## config.mk

```make
export PLATFORM = sky130hd
export DESIGN_NAME = jtag_tap_seq
export DESIGN_NICKNAME = d
export VERILOG_FILES = /design/src/rtl/jtag_tap_seq.sv
export SDC_FILE = /design/constraint.sdc
export NUM_CORES = 1
export LEC_CHECK = 0
export ABC_AREA = 0
export CAP_MARGIN = 10
export CORE_ASPECT_RATIO = 0.7
export CORE_MARGIN = 2
export CORE_UTILIZATION = 51
export CTS_CLUSTER_DIAMETER = 60
export CTS_CLUSTER_SIZE = 14
export DETAILED_ROUTE_END_ITERATION = 8
export PLACE_DENSITY = 0.76
export SYNTH_ARGS = -nofsm -noshare
export SYNTH_HDL_FRONTEND = slang
export SYNTH_SLANG_ARGS = --single-unit
```

## constraint.sdc

```tcl
create_clock -name clk -period 2.61 [get_ports clk]
set_input_delay 0.522 -clock clk [delete_from_list [all_inputs] [get_ports clk]]
set_output_delay 0.522 -clock clk [all_outputs]
set_load 0.005 [all_outputs]
```

## src/rtl/jtag_tap_seq.sv

```systemverilog
// JTAG master sequencer: turns TAP-reset / IR-scan / DR-scan commands into TCK/TMS/TDI waveforms.
// Optional macro JTAG_TAP_SEQ_AUTO_RESET_EN runs a TAP reset by itself after rst deasserts.
module jtag_tap_seq #(
   parameter int TCK_DIV      = 5,
   parameter int RESET_CYCLES = 8,
   parameter int MAX_LEN      = 40
) (
   input  logic        clk,
   input  logic        rst,
   input  logic        cmd_valid,
   output logic        cmd_ready,
   input  logic [1:0]  cmd_type,
   input  logic [5:0]  cmd_len,
   input  logic [39:0] cmd_data,
   output logic        rsp_valid,
   input  logic        rsp_ready,
   output logic [39:0] rsp_data,
   output logic        rsp_err,
   output logic        busy,
   output logic        jtag_TCK,
   output logic        jtag_TMS,
   output logic        jtag_TDI,
   input  logic        jtag_TDO
);

   typedef enum logic [3:0] {
      IDLE, RST_SEQ, SEL_DR, SEL_IR, CAPTURE, SHIFT, EXIT1, UPDATE, DONE
   } state_t;

   localparam logic [15:0] LOW_END  = 16'(TCK_DIV - 1);
   localparam logic [15:0] PER_END  = 16'(2 * TCK_DIV - 1);
   localparam logic [7:0]  RST_LAST = 8'(RESET_CYCLES);

   state_t      state;
   logic [15:0] cnt;
   logic [7:0]  ecnt;
   logic [5:0]  bit_idx;
   logic [5:0]  len;
   logic [39:0] data;
   logic        is_ir;
   logic        auto_pend;
   logic        auto_run;
   logic        len_bad;

   always_comb begin
      len_bad = (cmd_len == 6'd0) || (int'(cmd_len) > MAX_LEN);
   end

   // cnt walks one TCK period: low half then high half; edges advance at period end.
   always_ff @(posedge clk) begin
      if (rst) begin
         state     <= IDLE;
         cnt       <= '0;
         ecnt      <= '0;
         bit_idx   <= '0;
         len       <= '0;
         data      <= '0;
         is_ir     <= 1'b0;
         auto_run  <= 1'b0;
`ifdef JTAG_TAP_SEQ_AUTO_RESET_EN
         auto_pend <= 1'b1;
         cmd_ready <= 1'b0;
`else
         auto_pend <= 1'b0;
         cmd_ready <= 1'b1;
`endif
         rsp_valid <= 1'b0;
         rsp_data  <= '0;
         rsp_err   <= 1'b0;
         busy      <= 1'b0;
         jtag_TCK  <= 1'b0;
         jtag_TMS  <= 1'b1;
         jtag_TDI  <= 1'b1;
      end else begin
         case (state)
            IDLE: begin
               if (auto_pend) begin
                  auto_pend <= 1'b0;
                  auto_run  <= 1'b1;
                  cmd_ready <= 1'b0;
                  busy      <= 1'b1;
                  state     <= RST_SEQ;
                  ecnt      <= '0;
                  cnt       <= '0;
                  jtag_TMS  <= 1'b1;
               end else if (cmd_valid && cmd_ready) begin
                  cmd_ready <= 1'b0;
                  rsp_data  <= '0;
                  rsp_err   <= 1'b0;
                  len       <= cmd_len;
                  data      <= cmd_data;
                  is_ir     <= (cmd_type == 2'd1);
                  cnt       <= '0;
                  ecnt      <= '0;
                  if (cmd_type == 2'd0) begin
                     state    <= RST_SEQ;
                     busy     <= 1'b1;
                     jtag_TMS <= 1'b1;
                  end else if (cmd_type == 2'd3 || len_bad) begin
                     state     <= DONE;
                     rsp_valid <= 1'b1;
                     rsp_err   <= 1'b1;
                  end else begin
                     state    <= SEL_DR;
                     busy     <= 1'b1;
                     jtag_TMS <= 1'b1;
                  end
               end
            end

            DONE: begin
               if (rsp_ready) begin
                  rsp_valid <= 1'b0;
                  cmd_ready <= 1'b1;
                  state     <= IDLE;
               end
            end

            default: begin
               if (cnt == LOW_END) begin
                  jtag_TCK <= 1'b1;
                  if (state == SHIFT)
                     rsp_data[bit_idx] <= jtag_TDO;
               end
               if (cnt != PER_END) begin
                  cnt <= cnt + 16'd1;
               end else begin
                  cnt      <= '0;
                  jtag_TCK <= 1'b0;
                  case (state)
                     RST_SEQ: begin
                        if (ecnt == RST_LAST) begin
                           jtag_TMS <= 1'b0;
                           busy     <= 1'b0;
                           if (auto_run) begin
                              auto_run  <= 1'b0;
                              cmd_ready <= 1'b1;
                              state     <= IDLE;
                           end else begin
                              rsp_valid <= 1'b1;
                              state     <= DONE;
                           end
                        end else begin
                           ecnt     <= ecnt + 8'd1;
                           jtag_TMS <= (ecnt != RST_LAST - 8'd1);
                        end
                     end
                     SEL_DR: begin
                        jtag_TMS <= is_ir;
                        ecnt     <= '0;
                        state    <= is_ir ? SEL_IR : CAPTURE;
                     end
                     SEL_IR: begin
                        jtag_TMS <= 1'b0;
                        ecnt     <= '0;
                        state    <= CAPTURE;
                     end
                     // Two TMS=0 edges here: enter Capture, then Capture->Shift.
                     CAPTURE: begin
                        if (ecnt == 8'd0) begin
                           ecnt     <= 8'd1;
                           jtag_TMS <= 1'b0;
                        end else begin
                           state    <= SHIFT;
                           bit_idx  <= '0;
                           jtag_TMS <= (len == 6'd1);
                           jtag_TDI <= data[0];
                        end
                     end
                     SHIFT: begin
                        if (bit_idx == len - 6'd1) begin
                           state    <= EXIT1;
                           jtag_TMS <= 1'b1;
                        end else begin
                           bit_idx  <= bit_idx + 6'd1;
                           jtag_TMS <= (bit_idx + 6'd1 == len - 6'd1);
                           jtag_TDI <= data[bit_idx + 6'd1];
                        end
                     end
                     EXIT1: begin
                        state    <= UPDATE;
                        jtag_TMS <= 1'b0;
                     end
                     UPDATE: begin
                        state     <= DONE;
                        jtag_TMS  <= 1'b0;
                        busy      <= 1'b0;
                        rsp_valid <= 1'b1;
                     end
                     default: ;
                  endcase
               end
            end
         endcase
      end
   end

endmodule

```

==> metrics.md, run 1 <==
| Metric | Value |
|---|---|
| Outcome | `finished clean` |
| Worst VDD drop | `between 0.0007 and 0.0008 V` |
| # port buffers | `between 90 and 100` |
| CP dominant cell by count | `nand2_1` |
| Slew Limit Fails | `0` |
| Area of all placed cells without fillers | `0.008513 sq mm` |
| First-pass GRT wire length | `29.55 mm` |
| Setup slack after layout | `0.2987 ns` |
| MaxCap Viol Count | `0` |
| GRT overflow | `0` |
| Routability Congestion | `around 0.91` |
| Leak pwr | `about 0.003 uW` |
| Die width | `138.7 um` |
| IO Count | `100` |
| Reg2reg start | `state[1]` |
| Max clock buf depth | `2` |
| Post-CTS Hold Buffers | `0` |
| Total Routing Usage GR | `between 20% and 30%` |
| CTS sink count | `~130` |
| Core area | `approximately 0.012 sq mm` |
| Hold depth | `2` |
| Flop2flop setup slack | `0.30 ns` |
| Post-Route Utilization | `around two thirds` |
| Share of the synthesized area in the top cell type | `around two fifths` |
| Final setup violation count | `0` |
| Rel. slew slack | `a little under three fifths` |
| Via Count | `approximately 6,500` |
| CTS tree | `done` |
| Fraction of registers with async set/reset | `0%` |
| Post-layout min period | `2.311 ns` |
| Slew @ Worst Pin | `0.6458 ns` |
| Post-Syn Area | `roughly 0.0065 sq mm` |
| Tightest Hold Check Type | `flop to flop` |
| Clock Latency Late Sink | `0.42 ns` |
| WL/cell | `16.07 um` |
| H-Tree Depth | `4` |
| Most common cell after layout, fill and taps aside | `nand2_1` |
| Yosys reg bits | `approximately 130` |
| Drt first pass iters | `7` |
| Post-placement cell area | `~0.0078 sq mm` |
| Post-route ant nets | `0` |
| CP required | `2.91 ns` |
| Layout cells sized above 1 | `between 10% and 20%` |
| Syn nets | `around 900` |
| Diode count | `0` |
| Via density | `a little under 6` |
| Post-synth EDFFs | `0` |
| Arr. time, crit path | `roughly 2.6 ns` |
| DRT iter0 DRCs | `530` |
| CP endpoint kind | `flop` |
| Primary FF master, synth | `dfxtp_1` |
| Worst reg2reg endpoint | `ecnt[1]` |
| Synthesized instance count | `roughly 840` |
| Floorplan row count | `34` |
| Synth area leaders | `dfxtp_1 40%, a21oi_1 12%, nand2_1 9.6%, o21ai_0 4.4%, nor2_1 3.2%` |
| Dpl ws | `between 0.04 and 0.05 ns` |
| Startpoint Class | `flop` |
| Hold Path Origin | `data[13]` |
| Starting density of the core | `between 50 and 60%` |
| DR DRC count | `0` |
| Total CTS buffers | `17` |
| CP max stage cell | `dfxtp_1` |
| Maximum fanout along the worst path | `9` |
| Yosys cell types | `60` |
| Pwr Density | `994.8 mW/mm^2` |
| Cell taking the most area after synthesis | `dfxtp_1` |
| Vias in the first global route | `just over 6,000` |
| Final wirelength | `roughly 18 mm` |
| Syn_area_per_cell | `7.742 sq um` |
| Full die area | `about 0.014 sq mm` |
| Crit path kind | `flop to flop` |
| Critical path's largest stage delay | `0.41 ns` |
| Largest net degree at the start of global routing | `49` |
| Worst Hold End | `data[13]` |
| R2R cell count | `8` |
| Final hold viol count | `0` |
| Synth Warn # | `0` |
| Fmax | `roughly 430 MHz` |
| Resized cells post-CTS | `0` |
| Setup TNS Final | `0 ns` |
| Dpl hpwl | `12.23 mm` |
| Most frequent cells in the layout | `166 x nand2_1, 150 x a21oi_1, 128 x dfxtp_1, 98 x clkdlybuf4s50_1, 57 x o21ai_0` |
| Worst-path clk slew | `around 0.060 ns` |
| Post-CTS Repair Setup Buffers | `0` |
| Register area share after synthesis | `approximately two fifths` |
| Period Utilization, post-route | `88.56%` |
| Area Growth Syn to Fin | `31.53%` |
| RSZ-0062 raised after global routing | `no` |
| Initial antenna violation count | `0` |
| Clock root cell | `clkbuf_16` |
| Worst clock skew | `roughly 0.0085 ns` |
| Die Y | `98.26 um` |
| Final nets | `1,005` |
| Crit-path cells | `nor2_1, nand2_1, a211o_1, a211oi_4, buf_4, nand2_1, nand2_1, nor2_1` |
-- worst max path at each step --
stage | from | to | cells past startpoint
after floorplan | bit_idx[0] | jtag_TDI | 9
after global placement | cmd_len[0] | state[3] | 6
after detailed placement | cmd_len[0] | state[3] | 6
after CTS | len[1] | bit_idx[4] | 9
after global routing | len[1] | bit_idx[4] | 9
final | state[1] | ecnt[1] | 8
-- Yosys cell counts (all sizes together), types with 3 or more instances --
master and n:
or3 5, nor2b 8, a22oi 5, nor2 56
o21a 4, nand2b 4, nand2 167, dfxtp 128
ha 8, clkbuf 51, nand3b 6, nor3b 9
xor2 19, nor4 8, and2 5, inv 12
a31oi 6, and3 3, nand4 10, nand4b 3
a311oi 3, o21ai 60, a21oi 151, buf 6
o31ai 3, mux2i 7, nor3 10, a211oi 8
nand3 16, mux4 8, and4 8, xnor2 14
-- cell families (layout without fill, tap and decap cells) --
kind of cell    count (synthesis)  after routing  share of synthesized area [%]
compound gates                258            258                          22.39
simple gates                  323            323                          23.85
flops                         128            128                          39.59
buf+inv                        70            191                          4.117
fa+ha+maj                       8              8                          1.547
mux                            16             16                          4.040
xor+xnor                       33             33                          4.466
-- through the flow --
step           std cells  hold WS, ns  power, uW
6_report            1119       0.4503       8469
5_1_grt             1119       0.4629       8961
4_1_cts             1117       0.4518       8431
3_5_place_dp        1085       0.4436       5612
3_3_place_gp        1085       0.4390       5496
2_1_floorplan        836       0.4318       4658
-- layer usage --
| layer | GRT usage [%] | wire length, um | share of wire (%) |
|---|---|---|---|
| met1 | 36.59 | 8199 | 46 |
| met5 | 0 | 0 | 0 |
| met3 | 5.199 | 1455 | 8.1 |
| met4 | 8.936 | 248 | 1.4 |
| met2 | 41.55 | 8078 | 45 |
-- cell type report --
cell class / count / area (sq um)
clock buffer: 20 / 466.7
timing repair buffer: 146 / 1341
multi-input combinational: 638 / 3664
clock inverter: 12 / 227.7
inverter: 13 / 48.80
fill: 971 / 3909
tap: 162 / 202.7
sequential: 128 / 2562
-- registers in the layout, indices dropped and copies added, names as in the netlist --
signal	cells
data	40
rsp_data	40
cnt	16
ecnt	8
bit_idx	6
len	6
state	4
busy	1
cmd_ready	1
is_ir	1
jtag_TCK	1
jtag_TDI	1
jtag_TMS	1
rsp_err	1
rsp_valid	1
-- worst max-delay path: cells and delay by family, from the launching register on --
kind / cells / cell delay (ns)
and+or+nand+nor: 5 / 0.94
buffers and inverters: 1 / 0.21
DFF: 1 / 0.41
AOI/OAI and AO/OA: 2 / 0.64
-- power breakdown --
part / leakage [uW] / switching (uW) / internal (uW)
registers: 0.00104 / 214 / 2220
logic: 0.00168 / 2000 / 1230
clock network: 0.000337 / 920 / 1880
total: 0.00306 / 3140 / 5330
Note: power is estimated with default switching activity, not from simulation.
==> inputs of run 2 (changes only) <==
Settings changed: ABC_AREA 0 to unset.
==> results of run 2 <==
Final layout, timing and power as in run 1 (identical DEF).
==> inputs of run 3 (changes only) <==
Settings changed: SETUP_SLACK_MARGIN set to 0.05.
==> results of run 3 <==
Final layout, timing and power as in run 1 (identical DEF).
